===== src/rtl/alu_seq_pkg.sv =====
// Shared types and constants for the ALU sequencer and its register file.
package alu_seq_pkg;

    typedef enum logic [3:0] {
        AND = 4'd0,
        OR  = 4'd1,
        ADD = 4'd2,
        INC = 4'd3,
        DEC = 4'd4,
        NOT = 4'd5,
        SUB = 4'd6,
        XOR = 4'd7,
        SHL = 4'd8,
        SHR = 4'd9
    } alu_op_t;

    // Op codes above this are still sent to the ALU but flagged as errors.
    localparam logic [3:0] ALU_OP_MAX = 4'd9;

    typedef enum logic [1:0] {
        IDLE,
        FETCH,
        EXEC,
        RESP
    } state_t;

endpackage


===== src/rtl/alu_seq_regfile.sv =====
// Operand register file: synchronous reset, two async reads, two writes.
module alu_seq_regfile
    import alu_seq_pkg::*;
#(
    parameter int BITS  = 4,
    parameter int NREGS = 4,
    parameter int RA_W  = $clog2(NREGS)
) (
    input  logic            clk,
    input  logic            rst_n,
    input  logic            wb_en,
    input  logic [RA_W-1:0] wb_addr,
    input  logic [BITS-1:0] wb_data,
    input  logic            ld_en,
    input  logic [RA_W-1:0] ld_addr,
    input  logic [BITS-1:0] ld_data,
    input  logic [RA_W-1:0] rd_addr_a,
    output logic [BITS-1:0] rd_data_a,
    input  logic [RA_W-1:0] rd_addr_b,
    output logic [BITS-1:0] rd_data_b
);

    logic [BITS-1:0] regs [NREGS];

    // The writeback assignment comes last so it wins a same-address collision.
    always_ff @(posedge clk) begin
        if (!rst_n) begin
            for (int i = 0; i < NREGS; i++) begin
                regs[i] <= '0;
            end
        end else begin
            if (ld_en) begin
                regs[ld_addr] <= ld_data;
            end
            if (wb_en) begin
                regs[wb_addr] <= wb_data;
            end
        end
    end

    assign rd_data_a = regs[rd_addr_a];
    assign rd_data_b = regs[rd_addr_b];

endmodule


===== src/rtl/alu_sequencer.sv =====
// Sequences one command at a time through an external combinational ALU,
// with operands from a small register file and a valid/ready response.
module alu_sequencer
    import alu_seq_pkg::*;
#(
    parameter int BITS  = 4,
    parameter int NREGS = 4,
    parameter int RA_W  = $clog2(NREGS)
) (
    input  logic            clk,
    input  logic            rst_n,
    input  logic            cmd_valid,
    output logic            cmd_ready,
    input  logic [3:0]      cmd_op,
    input  logic [RA_W-1:0] cmd_src_a,
    input  logic [RA_W-1:0] cmd_src_b,
    input  logic [RA_W-1:0] cmd_dst,
    input  logic            cmd_wb,
    input  logic            cmd_flag_in,
    input  logic            cmd_flag_sel,
    input  logic            ld_en,
    input  logic [RA_W-1:0] ld_addr,
    input  logic [BITS-1:0] ld_data,
    output logic [BITS-1:0] alu_a,
    output logic [BITS-1:0] alu_b,
    output logic [3:0]      alu_control,
    output logic            alu_flag_in,
    input  logic [BITS-1:0] alu_result,
    input  logic            alu_zero,
    output logic            rsp_valid,
    input  logic            rsp_ready,
    output logic [BITS-1:0] rsp_result,
    output logic            rsp_zero,
    output logic            rsp_err,
    output logic            busy
);

    state_t state, next_state;

    logic [3:0]      op_q;
    logic [RA_W-1:0] src_a_q, src_b_q, dst_q;
    logic            wb_q, flag_in_q, flag_sel_q;
    logic            stored_zero;

    logic            op_err;
    logic            wb_en;
    logic [BITS-1:0] rd_data_a, rd_data_b;

    assign op_err = (op_q > ALU_OP_MAX);
    assign wb_en  = (state == EXEC) && wb_q && !op_err;

    alu_seq_regfile #(
        .BITS  (BITS),
        .NREGS (NREGS),
        .RA_W  (RA_W)
    ) u_regfile (
        .clk       (clk),
        .rst_n     (rst_n),
        .wb_en     (wb_en),
        .wb_addr   (dst_q),
        .wb_data   (alu_result),
        .ld_en     (ld_en),
        .ld_addr   (ld_addr),
        .ld_data   (ld_data),
        .rd_addr_a (src_a_q),
        .rd_data_a (rd_data_a),
        .rd_addr_b (src_b_q),
        .rd_data_b (rd_data_b)
    );

    always_ff @(posedge clk) begin
        if (!rst_n) begin
            state <= IDLE;
        end else begin
            state <= next_state;
        end
    end

    always_comb begin
        next_state = state;
        cmd_ready  = 1'b0;
        rsp_valid  = 1'b0;
        busy       = 1'b1;
        case (state)
            IDLE: begin
                cmd_ready = 1'b1;
                busy      = 1'b0;
                if (cmd_valid) begin
                    next_state = FETCH;
                end
            end
            FETCH: next_state = EXEC;
            EXEC:  next_state = RESP;
            RESP: begin
                rsp_valid = 1'b1;
                if (rsp_ready) begin
                    next_state = IDLE;
                end
            end
            default: next_state = IDLE;
        endcase
    end

    // ALU drive registers only change in FETCH; response fields only in EXEC.
    always_ff @(posedge clk) begin
        if (!rst_n) begin
            op_q        <= '0;
            src_a_q     <= '0;
            src_b_q     <= '0;
            dst_q       <= '0;
            wb_q        <= 1'b0;
            flag_in_q   <= 1'b0;
            flag_sel_q  <= 1'b0;
            alu_a       <= '0;
            alu_b       <= '0;
            alu_control <= '0;
            alu_flag_in <= 1'b0;
            rsp_result  <= '0;
            rsp_zero    <= 1'b0;
            rsp_err     <= 1'b0;
            stored_zero <= 1'b0;
        end else begin
            if (state == IDLE && cmd_valid) begin
                op_q       <= cmd_op;
                src_a_q    <= cmd_src_a;
                src_b_q    <= cmd_src_b;
                dst_q      <= cmd_dst;
                wb_q       <= cmd_wb;
                flag_in_q  <= cmd_flag_in;
                flag_sel_q <= cmd_flag_sel;
            end
            if (state == FETCH) begin
                alu_a       <= rd_data_a;
                alu_b       <= rd_data_b;
                alu_control <= op_q;
                alu_flag_in <= flag_sel_q ? stored_zero : flag_in_q;
            end
            if (state == EXEC) begin
                rsp_result  <= alu_result;
                rsp_zero    <= alu_zero;
                rsp_err     <= op_err;
                stored_zero <= alu_zero;
            end
        end
    end

endmodule


===== config.mk =====
export PLATFORM = sky130hd
export DESIGN_NAME = alu_sequencer
export DESIGN_NICKNAME = d
export VERILOG_FILES = /design/src/rtl/alu_seq_pkg.sv /design/src/rtl/alu_seq_regfile.sv /design/src/rtl/alu_sequencer.sv
export SDC_FILE = /design/constraint.sdc
export NUM_CORES = 1
export LEC_CHECK = 0
export CORE_MARGIN = 8
export CORE_UTILIZATION = 48
export CTS_BUF_LIST = sky130_fd_sc_hd__clkbuf_8
export DETAILED_ROUTE_END_ITERATION = 10
export GPL_TIMING_DRIVEN = 1
export PLACE_DENSITY_LB_ADDON = 0.05
export SLEW_MARGIN = 20
export SYNTH_ARGS = -nofsm -noshare
export SYNTH_HDL_FRONTEND = slang
export SYNTH_SLANG_ARGS = --single-unit

===== constraint.sdc =====
create_clock -name clk -period 4.7 [get_ports clk]
set_input_delay 1.41 -clock clk [delete_from_list [all_inputs] [get_ports clk]]
set_output_delay 1.41 -clock clk [all_outputs]
set_load 0.005 [all_outputs]

# Word-level counts from Yosys, hierarchy flattened
# Memory sizes are Yosys's and may differ from the RTL's. A register that Yosys moved wholly into a read port is not among the register bits.
# Cells that the tools add are included.
[totals]
ram_bits = 16
register_bits = 26
out_inout_bits = 22
elab_cells = 50
mem_count = 1
[memory_table]
columns = ["name", "depth", "width", "rd", "rd_ports_with_merged_regs", "write_ports", "line_no", "text"]
rows = [
  ["u_regfile.regs", 4, 4, 2, 2, 4, "alu_seq_regfile.sv:23", "logic [BITS-1:0] regs [NREGS];"],
]
[op_classes]
eq_ne = 5
muxes = 20
n_reduce_logical = 10
magnitude_cmp = 1
[op_table]
columns = ["cell", "count"]
rows = [
  ["2-to-1 mux 1 bit", 13],
  ["2-to-1 mux 2 bit", 4],
  ["2-to-1 mux 4 bit", 2],
  ["case mux 2 bit (4 select lines)", 1],
  ["OR reduction 4 bit", 2],
  ["equality test 2 bit, second input constant", 2],
  ["> comparator 4 bit, second input constant", 1],
  ["!= test 2 bit, second input constant", 2],
  ["logical AND 1 bit", 3],
  ["logical NOT 1 bit", 3],
  ["equality test 2 x 1 -> 1 bit, second input constant", 1],
  ["logical NOT 2 bit", 1],
  ["AND reduction 2 bit", 1],
]

# Longest topological paths before layout
# Gate-level depths: netlist of the first run.
[depth]
word_depth = 8
depth_mapped = 7
mapped_depth_nobuf = 5

# Cells and area by module
# From an unflattened synthesis of the first run, not the netlist that was laid out.
[hier_totals]
hier_cells = 213
area_unflattened_um2 = 2452.4
[by_module_without_submodules]
columns = ["module", "cells_per_inst", "area_per_inst_um2", "instances"]
rows = [
  ["alu_sequencer", 142, 1447.6, 1],
  ["alu_seq_regfile", 71, 1004.7, 1],
]

# Worst setup path after synthesis of the first run
# Ideal clock, no wire load.
[synth_path]
kind = "input -> register"
startpoint = "input port rst_n"
endpoint = "memory u_regfile.regs[2][0], enable pin"
stages = 3
slack_ns = 2.113
arrival_time_ns = 2.315
n_path_buf = 1
setup_ns = 0.273
path_cell_list = "clkbuf_1 clkinv_1 or3_1"
[synth_lines]
columns = ["element", "line_no", "text"]
rows = [
  ["start, declared", "alu_sequencer.sv:11", "input logic rst_n,"],
  ["end, declared", "alu_seq_regfile.sv:23", ""],
]

==> results of run 1 <==
-- cell type report --
class	count	area, um^2	share of cell area
sequential	50	1161	0.3884
tap	67	83.83	0.02805
multi-input combinational	149	1094	0.3658
timing repair buffer	51	508.0	0.1699
clock inverter	3	43.79	0.01465
inverter	8	30.03	0.01005
clock buffer	5	68.82	0.02302
-- metrics by stage --
step                        util  setup WS (ps)  hold slack [ps]
after CTS                 0.6328           1612            464.5
after detailed placement  0.6090           1289            451.0
after global placement    0.6090           1315            444.1
after floorplan                -           2113            435.7
after global routing      0.6328           1482            482.5
final                     0.6328           1614            462.8
-- final timing paths --
kind / slack [ps] / startpoint / cells after the start / to
max: 1610 / rst_n / 4 / u_regfile.regs[0][0]$_DFFE_PP_
min: 460 / flag_in_q$_SDFFE_PN0P_ / 2 / flag_in_q$_SDFFE_PN0P_
max reg2reg: 2480 / state[0]$_SDFFE_PN0P_ / 5 / u_regfile.regs[0][0]$_DFFE_PP_
min reg2reg: 460 / flag_in_q$_SDFFE_PN0P_ / 2 / flag_in_q$_SDFFE_PN0P_
-- metal layers --
metal,part of all wire,track usage,wire length (um),vias to the layer above
met4,0.015,0.05096,76,0
li1,-,-,-,856
met1,0.45,0.1751,2309,796
met5,0,0,0,-
met3,0.061,0.03725,308,7
met2,0.47,0.2281,2381,47
-- report_power, final --
group | leakage (nW) | switching [mW] | internal [mW]
sequential | 0.441 | 0.0563 | 0.517
clock | 0.0585 | 0.147 | 0.160
combinational | 0.633 | 0.188 | 0.233
total | 1.13 | 0.391 | 0.909
-- state kept, by name, indices dropped and copies added, names as in the netlist, 4 cells and up --
register	cells
alu_a	4
alu_b	4
alu_control	4
op_q	4
rsp_result	4
u_regfile.regs	16
-- worst max-delay path: stages --
cell	delay (ps)
clkdlybuf4s50_1	710
nand3_1	180
nor4_2	510
or3_1	280
-- synthesized netlist by cell type (2+ instances only) --
master,count
dfxtp_1,34
mux4_2,8
mux2i_1,35
edfxtp_1,16
nor2b_1,2
ha_1,5
or3_1,2
inv_1,7
nand2_1,40
clkbuf_1,10
a21oi_1,14
o21ai_0,2
and4b_1,2
nand3_1,7
nor2_1,20
-- logic make-up after synthesis --
| group | after synthesis | synth area share |
|---|---|---|
| AO/OA/AOI/OAI | 18 | 0.04373 |
| adder cells (fa/ha/maj) | 5 | 0.02667 |
| buffers and inverters | 21 | 0.03893 |
| flip-flops | 50 | 0.4949 |
| multiplexers | 43 | 0.2261 |
| AND/OR/NAND/NOR | 83 | 0.1696 |
==> reports/qor.csv, run 1 <==
stage,metric,value,unit
placement,DP Wirelength,3.864,mm
pwr,Power Density,434.8,mW/mm^2
clocking,CTS tree,yes,
clocking,worst-skew pair later-pin latency,300,ps
die,Initial Utilization,0.4967,
pwr,VDD IR-drop max,0.3227,mV
synth,YS warnings,0,
pwr,Total Power,1.300,mW
layout,design area,0.002989,mm^2
clocking,post-CTS resize count,0,
setup_path,worst-path fanout max,12,
timing,clk_skew,7.843,ps
placement,Port-buffer cells,50,
layout,P&R area growth vs syn,27.41,%
clocking,CTS Sinks,50,
setup_path,critical path class,primary input to flip-flop,
layout,antenna cells,0,
layout,share of cells above drive strength 1,0.08647,
die,# IOs,51,
timing,worst relative slew slack,0.4568,
timing,Achievable Freq,324.0,MHz
synth,"Cell Area, Synth",0.002346,mm^2
global_routing,global-route wire length before repair,8.169,mm
clocking,Root Buffer,clkbuf_8,
synth,syn nets,254,
synth,Seq cells post-synth,50,
clocking,clk slew on worst S/H paths,90,ps
synth,top_reg_cell synth,dfxtp_1,
global_routing,largest net degree at the start of global routing,35,
routing,1st-pass router iterations,6,
timing,Tmin final,3086,ps
setup_path,Setup crit start kind,primary input,
synth,Synth top area share,0.2901,
setup_path,CP Capture Type,flip-flop,
timing,final count of negative-setup-slack endpoints,0,
synth,average size of a mapped cell,10.66,um^2
layout,fill count,378,
clocking,Setup Buffers After CTS,0,
synth,largest area contributor in the netlist,dfxtp_1,
routing,Residual DRC,0,
global_routing,vias in the first global route,1658,
job,total of max-cap violations,0,
routing,wire length per cell,15.24,um
setup_path,Critical Path RT,4710,ps
routing,drt total wl,5.075,mm
routing,DRT iter0 DRCs,98,
timing,part of the cycle the worst path needs,0.6566,
layout,final cell count without fillers,333,
synth,Post-Syn Instances,220,
routing,routed vias/inst,5.123,
timing,Pins Over Slew Limit,0,
placement,Final GP Congestion,0.8302,
global_routing,gr usage total,0.1409,
die,CORE AREA,0.004723,mm^2
timing,Final Hold Fails,0,
global_routing,initial antenna violation count,0,
synth,asr flop ratio synth,0,
min_path,Hold Path Class,flip-flop to flip-flop,
setup_path,CP arrival,3090,ps
synth,"Seq/Total Area, Yosys",0.4949,
synth,Area contributors post-synth,"dfxtp_1 (29%), edfxtp_1 (20%), mux2i_1 (15%)",
layout,"commonest non-fill, non-tap cell in the layout",clkdlybuf4s50_1,
layout,final net count,299,
synth,Cell variety after synth,31,
timing,setup TNS,0,ps
synth,Post-synth EDFFs,16,
die,die height,85.91,um
timing,RSZ-0062 raised after global routing,no,
layout,most frequent cells in the layout,"clkdlybuf4s50_1 (50), nand2_1 (40), mux2i_1 (35)",
die,Std-Cell Rows,25,
routing,vias,1706,
routing,post-route ant nets,0,
placement,placed inst area,0.002877,mm^2
placement,Placed Cells,325,
clocking,# hold bufs at CTS,0,
timing,Slew @ Worst Pin,814.8,ps
clocking,Max clock buf depth,2,
clocking,CTS H-tree depth,2,
run_status,status,"complete, no violations",
pwr,P_leak,1.132,nW
die,die span in x,85.91,um
die,Die ar.,0.007381,mm^2
clocking,cts bufs inserted,5,
global_routing,GRT overflow,0,
(Power assumes the default switching activity.)
==> inputs of run 2 (changes only) <==
- CORE_UTILIZATION: 48 -> 47
- clock period: 4.7 -> 2.7 ns (I/O delays scaled with it)
==> run 2 against run 1 <==
Compared with the run above:
- non-clock buffer count is 4 higher
- total power grew 66%
- worst setup slack got worse by 1300 ps
- cell area up 0.25%
- combinational power increased by 76%
- die area up 1.7%
- cell count is 1.2% higher
- clock power is 40% higher
- first-iteration DRC count is 31% lower
- sequential power is 74% higher
- largest power group unchanged
- highest routed layer unchanged
==> reports/qor.csv, run 2 (synthesis results as in run 1) <==
stage,metric,value,unit,change
clocking,worst-skew pair later-pin latency,300,ps,about the same
clocking,clk slew on worst S/H paths,100,ps,about the same
routing,routed vias/inst,5.113,,-0.20%
placement,DP Wirelength,3.964,mm,+2.6%
die,die span in x,86.65,um,+0.86%
global_routing,gr usage total,0.1403,,-0.0005721
die,die height,86.65,um,+0.86%
routing,vias,1723,,+1.0%
clocking,CTS Sinks,50,,unchanged
clocking,CTS tree,yes,,
layout,antenna cells,0,,unchanged
pwr,VDD IR-drop max,0.4977,mV,+54%
layout,"Most flops, register",u_regfile.regs,,
pwr,Switching Fraction,0.3098,,+0.009196
global_routing,global-route wire length before repair,8.459,mm,+3.6%
pwr,sequential power share,0.460,,+0.019
timing,Slew @ Worst Pin,798.2,ps,-16.63 ps
routing,Residual DRC,0,,unchanged
routing,1st-pass router iterations,4,,-2
layout,P&R area growth vs syn,27.73,%,
timing,part of the cycle the worst path needs,0.8908,,
pwr,Total Power,2.163,mW,+66%
pwr,Int Pwr,1.493,mW,+64%
global_routing,grt met3 use,0.03214,,-0.005113
min_path,Hold Path Class,flip-flop to flip-flop,,
layout,"commonest non-fill, non-tap cell in the layout",clkdlybuf4s50_1,,
setup_path,Worst path most repeated cell,inv_1,,
timing,Pins Over Slew Limit,0,,unchanged
layout,final cell count without fillers,337,,+1.2%
global_routing,met1 Track Usage GR,0.1709,,-0.004132
clocking,Max clock buf depth,2,,unchanged
timing,setup TNS,0,ps,unchanged
routing,drt total wl,5.072,mm,about the same
setup_path,Setup crit start kind,flip-flop,,
job,total of max-cap violations,0,,unchanged
clocking,Root Buffer,clkbuf_8,,
timing,WHS,466.8,ps,+4.018 ps
layout,fill count,421,,+11%
timing,final count of negative-setup-slack endpoints,0,,unchanged
setup_path,critical path class,flip-flop to output port,,
layout,max reg flops,16,,unchanged
timing,worst relative slew slack,0.4679,,+0.01109
timing,Final Hold Fails,0,,unchanged
clocking,# hold bufs at CTS,0,,unchanged
layout,final net count,303,,+1.3%
global_routing,largest net degree at the start of global routing,35,,unchanged
placement,Final GP Congestion,0.8734,,+5.2%
setup_path,sequence of cells on the critical path,inv_1 > ha_1 > inv_1 > clkdlybuf4s50_1,,
setup_path,crit-path max cell delay,490,ps,-220 ps
layout,most frequent cells in the layout,"clkdlybuf4s50_1 (50), nand2_1 (40), mux2i_1 (35)",,
timing,Tmin final,2405,ps,
pwr,Power Density,721.9,mW/mm^2,+66%
placement,Port-buffer cells,50,,unchanged
clocking,post-CTS resize count,0,,unchanged
global_routing,initial antenna violation count,0,,unchanged
pwr,clock power share,0.199,,-0.037
clocking,CTS H-tree depth,2,,unchanged
clocking,cts bufs inserted,5,,unchanged
setup_path,Critical Path RT,1890,ps,-2820 ps
die,CORE AREA,0.004755,mm^2,+0.66%
global_routing,met2 GRT Util,0.2368,,+0.008674
routing,DRT iter0 DRCs,68,,-31%
routing,wire length per cell,15.05,um,-1.2%
pwr,P_leak,1.139,nW,+0.59%
timing,clk_skew,9.518,ps,+1.675 ps
global_routing,most crowded layer after global routing,met2,,
pwr,Sw Pwr,0.6703,mW,+72%
timing,RSZ-0062 raised after global routing,no,,
global_routing,vias in the first global route,1788,,+7.8%
die,# IOs,51,,unchanged
routing,post-route ant nets,0,,unchanged
layout,share of cells above drive strength 1,0.1000,,+0.01353
die,Std-Cell Rows,25,,unchanged
die,Initial Utilization,0.4934,,-0.003268
timing,Achievable Freq,415.8,MHz,
run_status,status,"complete, no violations",,
pwr,proportion of power drawn by combinational gates,0.341,,+0.018
setup_path,crit path max-delay cell type,clkdlybuf4s50_1,,
setup_path,CP arrival,1600,ps,-1490 ps
global_routing,GRT overflow,0,,unchanged
die,Die ar.,0.007508,mm^2,+1.7%
setup_path,CP Capture Type,output port,,
placement,Placed Cells,329,,+1.2%
setup_path,worst-path fanout max,5,,-7
clocking,Setup Buffers After CTS,0,,unchanged
==> run 2: cell types whose count changed in the layout (fill, tap and decap cells not counted), sizes merged <==
cell,delta
bufinv,-1
clkinvlp,+1
clkinv,+1
buf,+4
inv,-1
==> run 2: worst paths after layout <==
kind / from / to / depth (start not counted) / slack [ps]
worst max register to register: state[0]$_SDFFE_PN0P_ / u_regfile.regs[3][2]$_DFFE_PP_ / 5 / 860
worst min register to register: op_q[0]$_SDFFE_PN0P_ / op_q[0]$_SDFFE_PN0P_ / 2 / 470
worst min-delay path: op_q[0]$_SDFFE_PN0P_ / op_q[0]$_SDFFE_PN0P_ / 2 / 470
worst max-delay path: state[0]$_SDFFE_PN0P_ / busy / 4 / 290
==> run 2: power groups by stage <==
stage          clock [mW]  sequential [mW]  combinational (mW)
2_1_floorplan           0            0.986               0.470
3_3_place_gp            0             1.01               0.736
3_5_place_dp            0             1.02               0.748
4_1_cts             0.443            0.998               0.750
5_1_grt             0.467             1.01               0.817
6_report            0.430            0.995               0.738
==> run 2: final cells by class <==
cell class                 count  area (um^2)  share of cell area
tap                           67        83.83             0.02797
timing repair buffer          55        538.0              0.1795
multi-input combinational    149         1094              0.3649
clock inverter                 3        21.27            0.007098
clock buffer                   5        68.82             0.02296
inverter                       8        30.03             0.01002
sequential                    50         1161              0.3875
==> run 2: per-layer routing <==
metal,vias to the layer above,wire (um),part of all wire
met3,5,273,0.054
li1,868,-,-
met5,-,0,0
met2,40,2486,0.49
met4,0,44,0.0087
met1,810,2268,0.45
==> run 2: critical path, delay by kind of cell (launching register included) <==
| kind | cells | cell delay [ps] |
|---|---|---|
| buf+inv | 3 | 660 |
| flops | 1 | 390 |
| fa+ha+maj | 1 | 250 |
==> run 2: per-stage QoR <==
stage / setup slack [ps] / utilization / instance area (um^2)
global placement: 167.3 / 0.6113 / 2907
floorplan: 712.6 / - / 2346
CTS: 285.5 / 0.6303 / 2997
finish: 294.9 / 0.6303 / 2997
detailed placement: 117.3 / 0.6113 / 2907
global route: 198.8 / 0.6303 / 2997
